<file path="config.mk">
export PLATFORM = sky130hd
export DESIGN_NAME = mem_port_arbiter
export DESIGN_NICKNAME = d
export VERILOG_FILES = /design/src/rtl/mem_port_arbiter.sv
export SDC_FILE = /design/constraint.sdc
export NUM_CORES = 1
export LEC_CHECK = 0
export ABC_CLOCK_PERIOD_IN_PS = 1350
export CAP_MARGIN = 25
export CORE_AREA = 3 3 143 145
export CTS_BUF_LIST = sky130_fd_sc_hd__clkbuf_4 sky130_fd_sc_hd__clkbuf_8 sky130_fd_sc_hd__clkbuf_16
export CTS_CLUSTER_DIAMETER = 200
export DETAILED_ROUTE_END_ITERATION = 6
export DIE_AREA = 0 0 146 148
export GPL_TIMING_DRIVEN = 0
export PLACE_DENSITY = 0.5
export SLEW_MARGIN = 40
export SYNTH_ARGS = -nofsm -noshare
export SYNTH_HDL_FRONTEND = slang
export SYNTH_SLANG_ARGS = --single-unit
</file>
<file path="constraint.sdc">
create_clock -name clk -period 1.35 [get_ports clk]
set_input_delay 0.135 -clock clk [delete_from_list [all_inputs] [get_ports clk]]
set_output_delay 0.135 -clock clk [all_outputs]
set_load 0.02 [all_outputs]
</file>
<file path="src/rtl/mem_port_arbiter.sv">
// mem_port_arbiter
// Shares one memory port between the CPU instruction-fetch channel and the
// load/store channel. Only one transaction is outstanding at a time. When both
// channels request in the same IDLE cycle, the grant alternates (round-robin).
// The winner's request is forwarded downstream. The single downstream response
// is passed back combinationally to the channel that won.
//
// Build option:
//   ARB_PERF_CNT_EN - when defined, builds the fetch, load/store and conflict
//                     performance counters. When undefined, the perf_* ports
//                     are tied to 0 and no counter flops exist.
//
// Ports:
//   clk, rst               clock; synchronous active-high reset
//   inst_req_* / inst_rsp_* instruction-fetch request/response channel
//   data_* / data_rsp_*    load/store request/response channel
//   mem_req_* / mem_rsp_*  downstream memory port
//   perf_*_cnt             granted fetches, granted loads/stores, conflict cycles
//
// state  | meaning
// IDLE   | no transaction; arbitrate between the two channels
// I_REQ  | fetch request presented downstream
// I_RSP  | waiting for / returning fetch data
// D_REQ  | load or store request presented downstream
// D_RSP  | waiting for / returning load data
module mem_port_arbiter #(
  parameter int ADDR_WIDTH = 32,
  parameter int DATA_WIDTH = 32
) (
  input  logic                    clk,
  input  logic                    rst,
  input  logic                    inst_req_valid,
  output logic                    inst_req_ack,
  input  logic [ADDR_WIDTH-1:0]   inst_addr,
  output logic [DATA_WIDTH-1:0]   inst_rsp_data,
  output logic                    inst_rsp_valid,
  input  logic                    inst_rsp_ack,
  input  logic                    data_read,
  input  logic                    data_write,
  input  logic [ADDR_WIDTH-1:0]   data_addr,
  input  logic [DATA_WIDTH-1:0]   data_wdata,
  input  logic [DATA_WIDTH/8-1:0] data_wstrb,
  output logic                    data_req_ack,
  output logic [DATA_WIDTH-1:0]   data_rsp_data,
  output logic                    data_rsp_valid,
  input  logic                    data_rsp_ack,
  output logic                    mem_req_valid,
  input  logic                    mem_req_ready,
  output logic                    mem_req_wr,
  output logic [ADDR_WIDTH-1:0]   mem_req_addr,
  output logic [DATA_WIDTH-1:0]   mem_req_wdata,
  output logic [DATA_WIDTH/8-1:0] mem_req_wstrb,
  input  logic                    mem_rsp_valid,
  output logic                    mem_rsp_ready,
  input  logic [DATA_WIDTH-1:0]   mem_rsp_data,
  output logic [31:0]             perf_inst_cnt,
  output logic [31:0]             perf_data_cnt,
  output logic [31:0]             perf_conflict_cnt
);

  typedef enum logic [2:0] {IDLE, I_REQ, I_RSP, D_REQ, D_RSP} state_t;

  localparam logic GRANT_INST = 1'b0;
  localparam logic GRANT_DATA = 1'b1;

  state_t state_q, state_d;
  logic   last_grant_q, last_grant_d;
  logic   data_pending;

  assign data_pending = data_read | data_write;

  always_ff @(posedge clk) begin
    if (rst) begin
      state_q      <= IDLE;
      // Reset to DATA so that the first conflict goes to the fetch channel.
      last_grant_q <= GRANT_DATA;
    end else begin
      state_q      <= state_d;
      last_grant_q <= last_grant_d;
    end
  end

  always_comb begin
    state_d        = state_q;
    last_grant_d   = last_grant_q;
    inst_req_ack   = 1'b0;
    inst_rsp_data  = '0;
    inst_rsp_valid = 1'b0;
    data_req_ack   = 1'b0;
    data_rsp_data  = '0;
    data_rsp_valid = 1'b0;
    mem_req_valid  = 1'b0;
    mem_req_wr     = 1'b0;
    mem_req_addr   = '0;
    mem_req_wdata  = '0;
    mem_req_wstrb  = '0;
    mem_rsp_ready  = 1'b0;

    case (state_q)
      IDLE: begin
        if (inst_req_valid && data_pending) begin
          if (last_grant_q == GRANT_DATA) begin
            state_d      = I_REQ;
            last_grant_d = GRANT_INST;
          end else begin
            state_d      = D_REQ;
            last_grant_d = GRANT_DATA;
          end
        end else if (inst_req_valid) begin
          state_d      = I_REQ;
          last_grant_d = GRANT_INST;
        end else if (data_pending) begin
          state_d      = D_REQ;
          last_grant_d = GRANT_DATA;
        end
      end

      I_REQ: begin
        mem_req_valid = 1'b1;
        mem_req_addr  = inst_addr;
        inst_req_ack  = mem_req_ready;
        if (mem_req_ready) state_d = I_RSP;
      end

      I_RSP: begin
        inst_rsp_valid = mem_rsp_valid;
        inst_rsp_data  = mem_rsp_data;
        mem_rsp_ready  = inst_rsp_ack;
        if (mem_rsp_valid && inst_rsp_ack) state_d = IDLE;
      end

      D_REQ: begin
        // A request with both read and write set is handled as a write.
        mem_req_valid = 1'b1;
        mem_req_wr    = data_write;
        mem_req_addr  = data_addr;
        mem_req_wdata = data_wdata;
        mem_req_wstrb = data_write ? data_wstrb : '0;
        data_req_ack  = mem_req_ready;
        // A store has no response phase.
        if (mem_req_ready) state_d = data_write ? IDLE : D_RSP;
      end

      D_RSP: begin
        data_rsp_valid = mem_rsp_valid;
        data_rsp_data  = mem_rsp_data;
        mem_rsp_ready  = data_rsp_ack;
        if (mem_rsp_valid && data_rsp_ack) state_d = IDLE;
      end

      default: state_d = IDLE;
    endcase
  end

`ifdef ARB_PERF_CNT_EN
  logic conflict;
  assign conflict = (state_q == IDLE) && inst_req_valid && data_pending;

  always_ff @(posedge clk) begin
    if (rst) begin
      perf_inst_cnt     <= '0;
      perf_data_cnt     <= '0;
      perf_conflict_cnt <= '0;
    end else begin
      if (state_q == I_REQ && mem_req_ready) perf_inst_cnt <= perf_inst_cnt + 32'd1;
      if (state_q == D_REQ && mem_req_ready) perf_data_cnt <= perf_data_cnt + 32'd1;
      if (conflict) perf_conflict_cnt <= perf_conflict_cnt + 32'd1;
    end
  end
`else
  assign perf_inst_cnt     = '0;
  assign perf_data_cnt     = '0;
  assign perf_conflict_cnt = '0;
`endif

endmodule

</file>
Word-level counts from Yosys, hierarchy flattened
Cells that the tools add are included.

word-level totals
  register bits = 4
  input bits = 141
  output and inout bits = 235
  word-level logic and storage cells = 47

operators by class
  equality and inequality tests = 9
  mux-type cells = 27
  bitwise gates (word level) = 1
  reduce and logical (&&, ||, !) cells = 8

operator list
  operator                                             count
  2-to-1 mux 32 bit                                    3
  case mux 32 bit (2 select lines)                     1
  2-to-1 mux 3 bit                                     8
  case mux 3 bit (5 select lines)                      1
  2-to-1 mux 1 bit                                     10
  2-to-1 mux 4 bit                                     2
  inequality test 2 bit, second input constant         4
  equality test 3 x 2 -> 1 bit, second input constant  2
  AND reduction 5 bit                                  1
  inequality test 4 bit, second input constant         1
  equality test 3 x 1 -> 1 bit, second input constant  1
  equality test 3 bit, second input constant           1
  logical AND 1 bit                                    3
  logical NOT 3 bit                                    1
  nonzero test 3 bit                                   1
  2-to-1 mux 2 bit                                     1
  case mux 1 bit (2 select lines)                      1
  AND reduction 2 bit                                  1
  OR reduction 2 bit                                   1
  bitwise OR 1 bit                                     1

Longest topological paths before layout
Gate-level depths: netlist of the first run.

  word-level depth = 5
  gate-level depth with buffers = 5
  gate-level depth less buffers = 4

Worst setup path before layout of the first run
OpenSTA, ideal clock, no wires.

  kind = register to output
  start = register state_q[0]
  end = output inst_req_ack
  data arrival time = 1.240 ns
  required time = 1.215 ns
  path slack = -0.025 ns
  stages on the path, launching flop included = 4
  buffers on the path = 1
  path through = dfxtp_1 -> nand2b_1 -> buf_2 -> nor3b_1

on the way
  cells in the longest elaborated chain, start to end = 2

ends and longest elaborated chain
  item                          RTL line  text
  from (decl)                   66        state_t state_q, state_d;
  from (signal assigned)        78        state_q <= state_d;
  equality test 3 x 1 -> 1 bit  99        case (state_q)
  2-to-1 mux 1 bit              99
  to (decl)                     33        output logic inst_req_ack,

No other way between the ends.

Final worst setup path of the first run
  start = register state_q[2]
  end = output mem_req_wdata[31]

on the way
  cells in the longest elaborated chain, start to end = 2

ends and longest elaborated chain
  item                          RTL line  text
  equality test 3 x 2 -> 1 bit  99
  2-to-1 mux 32 bit             99
  to (decl)                     51        output logic [DATA_WIDTH-1:0] mem_req_wdata,

No other way between the ends.

==> results.ini, run 1 <==
[run_status]
outcome=complete, but fails checks
violations=setup timing

[global_route]
overflow=0
grtUsageTotal_pct=9.81
grt_pass1_wl_mm=17.1
antenna_found_initial=0
grt_max_degree=11
grt_pass1_vias=3067

[critical_path]
cp_max_fo=6
arrival_ns=1.40
cpPeakStageDelay_ns=0.38
start_kind=flip-flop
slowest_stage=dfxtp_4
crit_type=flip-flop to primary output
endpoint_kind=primary output
cp_common_cell=buf_6
cp.required_ns=1.22
path_cells=and3b_2 > buf_6 > buf_4 > and2_4 > buf_6

[drt]
antenna_left=0
remaining_drc_errors=0
avgViaCountPerCell=3.18
dr.first_iter.drc_count=42
wl_mm=12.3
first_pass_iters=4
vias=3134
wire_per_inst_um=12.5

[min_path]
hp-class=flip-flop to flip-flop

[placed_design]
port_buffers=279
place.gp.congestion=0.691
dp_hpwl_mm=10.0

[clock_network]
clock_sinks=4
clockBufferDepth=2
hold_buffers=0
clk_pin_slew_ns=0.03
cts_root_buffer=clkbuf_16
clk_latency_ns=0.23
numCtsBuffers=3
htree_levels=1
cts_tree=built

[sta]
fin_crit_sh_pct=114
hold_viol=0
clock_skew_ns=0.000674
layout_setup_ws_ns=-0.189
finalSetupViolations=142
hold_ws_ns=0.485
clock.fmax_mhz=650
fin_crit_ns=1.54
rsz0062_at_grt=yes
drv_slew=0

[power_and_ir_drop]
p_leak_nw=3.27
seq_power_share_pct=4.1
power_switching_share_pct=41.3
comb_power_share_pct=86.7
pwr-share-clk_pct=9.2
p_per_area_nw_per_um2=765
p_switching_w=0.00207
internal_power_w=0.00294
peakVddDrop_mv=0.347

[finish]
drive_gt1_share_pct=52.2
final_common_cell=clkdlybuf4s50_1
multiInputGateArea_um2=1950
final_cell_mix=140 x clkdlybuf4s50_1, 132 x buf_4, 112 x buf_6
syn_to_final_growth_pct=196
num-nets-final=862
diodes=0
seq_area_um2=91.3
fillers=2060
postLayoutCoreUtil_pct=33.9

[synthesis]
syn_area_um2=2220
synth_cells=317
yosysUniqueCellTypes=28
synthTopCellsByArea=buf_4 34%, and2_1 28%, mux2i_1 16%
synth_top_area_share_pct=34.2
synth_area_leader_cell=buf_4
synth_seq_area_share_pct=3.61
synth-warning-count=0
ys_ff_latch=4
avgSynthCellArea_um2=6.99

[die]
dieArea_um2=21600
io_pins=376
core_area_um2=19300
rows=51
die-width_um=146
die_h_um=148
initial_core_util_pct=11.5

[run]
maxCapViolations=0

critical path: cells and delay by family (launching register included):
| family | cells | cell delay [ns] |
|---|---|---|
| buf+inv | 3 | 0.39 |
| simple gates | 2 | 0.40 |
| flops | 1 | 0.38 |
timing repair:
action / in CTS / in global routing
pin swaps: 23 / 23
gates cloned: 4 / 6
resized for setup: 883 / 57
endpoints found under the setup margin: 142 / 141
setup buffers: 11 / 4
cell type report:
cell class                 count  share of cell area (%)
inverter                       1                  0.0572
multi-input combinational    293                    29.7
clock buffer                   3                    1.14
tap                          265                    5.05
sequential                     4                    1.39
timing repair buffer         304                    47.5
buffer                       114                    15.2
stage by stage:
stage	cell area (µm²)	setup TNS, ns	setup WS (ns)	total power (W)	cells
2_1_floorplan	2580	0	0.0391	0.00210	412
3_3_place_gp	5700	-97.94	-0.904	0.00361	956
3_5_place_dp	5700	-97.18	-0.938	0.00358	956
4_1_cts	6230	-20.15	-0.212	0.00469	974
5_1_grt	6560	-28.24	-0.250	0.00532	984
6_report	6560	-19.45	-0.189	0.00502	984
final timing paths:
path,start,to,slack (ns),cells past startpoint
worst max-delay path,state_q[2]$_SDFFE_PP0P_,mem_req_wdata[31],-0.19,5
worst min-delay path,last_grant_q$_SDFFE_PP1P_,last_grant_q$_SDFFE_PP1P_,0.48,1
worst max register to register,state_q[1]$_SDFFE_PP0P_,state_q[1]$_SDFFE_PP0P_,-0.14,6
worst min register to register,last_grant_q$_SDFFE_PP1P_,last_grant_q$_SDFFE_PP1P_,0.48,1
power groups by stage:
stage | clock network, W | registers [W] | logic, W
detailed placement | 0 | 0.000193 | 0.00339
CTS | 0.000471 | 0.000205 | 0.00401
global route | 0.000477 | 0.000212 | 0.00463
finish | 0.000462 | 0.000205 | 0.00435
floorplan | 0 | 0.000177 | 0.00192
global placement | 0 | 0.000193 | 0.00342
flip-flops by register name (all words and copies together), names as in the netlist:
| signal | count |
|---|---|
| state_q | 3 |
| last_grant_q | 1 |
cells in the mapped netlist:
| master | number |
|---|---|
| buf_2 | 5 |
| o21ai_0 | 1 |
| nand2_1 | 2 |
| and2_1 | 100 |
| nor3b_4 | 1 |
| and3_1 | 4 |
| conb_1 | 1 |
| or3_1 | 1 |
| nand2b_1 | 4 |
| nor3_2 | 1 |
| buf_4 | 101 |
| inv_1 | 1 |
| and3b_1 | 1 |
| buf_6 | 1 |
| dfxtp_1 | 4 |
| a221o_1 | 1 |
| nor3_1 | 1 |
| o221ai_2 | 1 |
| nand3b_1 | 1 |
| nor2_1 | 37 |
| mux2i_1 | 35 |
| nor3b_2 | 1 |
| nor3b_1 | 1 |
| a22o_1 | 1 |
| clkbuf_1 | 4 |
| a21oi_1 | 2 |
| clkbuf_2 | 3 |
| a21boi_1 | 1 |
routing by layer:
layer	GRT usage, %	vias up	share of wire [%]
li1	-	1616	-
met1	10.3	1301	34
met2	19.3	213	54
met3	3.13	4	11
met4	1.83	0	0.69
met5	0	-	0
cell families (layout without fill, tap and decap cells):
group,Yosys count,in the layout,synth area share [%]
AND/OR/NAND/NOR,155,155,40.5
buffers and inverters,115,422,37.4
multiplexers,35,35,15.8
AO/OA/AOI/OAI,7,7,2.54
flip-flops,4,4,3.61
other,1,96,0.169
No activity file was read; power rests on OpenSTA's default activity.
==> run 2: changes to the inputs <==
--- a/config.mk
+++ b/config.mk
@@ -13,7 +13,6 @@
 export DETAILED_ROUTE_END_ITERATION = 6
 export DIE_AREA = 0 0 146 148
 export GPL_TIMING_DRIVEN = 0
-export PLACE_DENSITY = 0.5
 export SLEW_MARGIN = 40
 export SYNTH_ARGS = -nofsm -noshare
 export SYNTH_HDL_FRONTEND = slang
==> run 2 against run 1 <==
Net effect: the run still ends with setup timing left; sequential power shrank 5%; total power grew 8.8%; wire length grew 2.2%; first-iteration DRC count shrank 62%; combinational power grew 11%; final cell count grew 1.4%; worst setup slack lost 0.065 ns; via count grew 4.4%; die area is the same; clock skew grew 0.0015 ns; clock power is essentially flat; largest power group unchanged.
==> results.ini, run 2 (synthesized netlist as in run 1, its figures left out) <==
[finish]
largest_reg_flops=3  ; unchanged
diodes=0  ; unchanged
syn_to_final_growth_pct=209
num-nets-final=876  ; +1.6%
top_regs=state_q: 3 flops, last_grant_q: 1 flops
drive_gt1_share_pct=55.5  ; +3.4 points
final_cell_mix=139 x clkdlybuf4s50_1, 132 x buf_4, 130 x buf_6
regMostFlops=state_q
final_common_cell=clkdlybuf4s50_1

[drt]
dr.first_iter.drc_count=16  ; -62%
remaining_drc_errors=0  ; unchanged
wl_mm=12.6  ; +2.2%
avgViaCountPerCell=3.28  ; +2.9%
antenna_left=0  ; unchanged
wire_per_inst_um=12.6  ; +0.80%
vias=3272  ; +4.4%
first_pass_iters=4  ; unchanged

[clock_network]
numCtsBuffers=3  ; unchanged
clk_pin_slew_ns=0.03  ; about the same
clockBufferDepth=2  ; unchanged
clk_latency_ns=0.23  ; about the same
cts_root_buffer=clkbuf_16
htree_levels=1  ; unchanged
cts_tree=built
clock_sinks=4  ; unchanged

[critical_path]
cp.required_ns=1.22  ; about the same
arrival_ns=1.47  ; +0.07 ns
start_kind=flip-flop
reg2reg_depth=6  ; unchanged
crit_type=flip-flop to primary output
r2r_start=state_q[1]$_SDFFE_PP0P_
endpoint_kind=primary output
timing.reg2reg.setup_slack_ns=-0.12  ; +0.02 ns
cp_max_fo=9  ; +3
reg2reg_to=state_q[2]$_SDFFE_PP0P_

[die]
core_area_um2=19300  ; unchanged
io_pins=376  ; unchanged
die_h_um=148  ; unchanged
initial_core_util_pct=11.5  ; unchanged
dieArea_um2=21600  ; unchanged
rows=51  ; unchanged
die-width_um=146  ; unchanged

[sta]
clock_skew_ns=0.00222  ; +0.00155 ns
hold_viol=0  ; unchanged
fin_crit_sh_pct=119  ; +4.8 points
finalSetupTns_ns=-23.37  ; -3.92 ns
fin_crit_ns=1.60  ; +0.0648 ns
layout_setup_ws_ns=-0.254  ; -0.0648 ns
finalSetupViolations=141  ; -0.70%
rsz0062_at_grt=yes
clock.fmax_mhz=623  ; -4.0%
drv_slew=0  ; unchanged

[global_route]
antenna_found_initial=1  ; +1
overflow=0  ; unchanged
grt_pass1_wl_mm=17.0  ; -0.40%
grt_max_degree=11  ; unchanged
grtUsageTotal_pct=9.82  ; +0.012 points
grt_pass1_vias=3100  ; +1.1%

[power_and_ir_drop]
p_per_area_nw_per_um2=798  ; +4.3%
p_switching_w=0.00219  ; +5.8%
seq_power_share_pct=3.6  ; -0.5 points
power_switching_share_pct=40.2  ; -1.2 points
total_power_w=0.00546  ; +8.8%
pwr-share-clk_pct=8.5  ; -0.7 points
comb_power_share_pct=88.0  ; +1.3 points
internal_power_w=0.00327  ; +11%
peakVddDrop_mv=0.454  ; +31%
p_leak_nw=3.37  ; +3.1%

[min_path]
hp-class=flip-flop to flip-flop
hp-start=last_grant_q$_SDFFE_PP1P_
hold-path-endpoint=last_grant_q$_SDFFE_PP1P_
hold_depth=1  ; unchanged

[placed_design]
port_buffers=279  ; unchanged
dp_hpwl_mm=10.1  ; +1.2%
dp_slack_ns=-1.01  ; -0.0762 ns
place.gp.congestion=0.742  ; +7.3%

[run_status]
violations=setup timing
outcome=complete, but fails checks

[run]
maxCapViolations=0  ; unchanged

-- run 2: critical path: stages (launching register included) --
cell and delay, ns:
dfxtp_4 0.36, buf_12 0.16, buf_12 0.13, buf_12 0.12, buf_4 0.13, mux2i_1 0.10
nor2_1 0.07, buf_2 0.16
-- run 2: per-stage QoR --
step	instances	instance area, µm²	utilization, %	hold slack [ns]
detailed placement	956	5700	29.5	0.475
floorplan	412	2580	-	0.207
global placement	956	5700	29.5	0.477
global route	998	6850	35.4	0.520
finish	998	6850	35.4	0.486
CTS	984	6310	32.7	0.489
-- run 2: worst max-delay path by stage --
| stage | from | end | slack [ns] | depth (start not counted) |
|---|---|---|---|---|
| after detailed placement | state_q[2]$_SDFFE_PP0P_ | inst_rsp_data[23] | -1.01 | 4 |
| after floorplan | state_q[0]$_SDFFE_PP0P_ | mem_req_wdata[12] | 0.04 | 4 |
| after global routing | state_q[2]$_SDFFE_PP0P_ | data_rsp_data[18] | -0.31 | 5 |
| final | state_q[1]$_SDFFE_PP0P_ | mem_req_addr[23] | -0.25 | 7 |
| after CTS | state_q[2]$_SDFFE_PP0P_ | data_rsp_data[15] | -0.27 | 5 |
| after global placement | state_q[2]$_SDFFE_PP0P_ | inst_rsp_data[18] | -1.02 | 4 |
-- run 2: power groups by stage --
stage          Combinational (W)  Clock, W  Sequential, W
2_1_floorplan            0.00192         0       0.000177
3_3_place_gp             0.00343         0       0.000187
3_5_place_dp             0.00342         0       0.000188
4_1_cts                  0.00422  0.000470       0.000196
5_1_grt                  0.00507  0.000483       0.000203
6_report                 0.00481  0.000462       0.000195
-- run 2: layout make-up --
| class | count | area (µm²) |
|---|---|---|
| plain buffers | 113 | 995 |
| clock buffers | 3 | 75.1 |
| fillers | 1973 | 12500 |
| inverters | 1 | 3.75 |
| multi-input cells | 293 | 2010 |
| flip-flops and latches | 4 | 91.3 |
| well taps | 265 | 332 |
| repair buffers | 319 | 3340 |
-- run 2: what timing repair did --
item                                    4_1_cts  5_1_grt
pin swaps                                    23       30
setup buffers                                19       10
resized for setup                           842      146
endpoints found under the setup margin      141      142
hold buffers                                  0        0
gates cloned                                  6        5
-- run 2: per-layer routing --
metal / global-route usage, % / share of wire, %
met3: 2.85 / 9.9
met2: 20.1 / 56
met5: 0 / 0.10
met4: 1.41 / 0.56
met1: 9.96 / 34
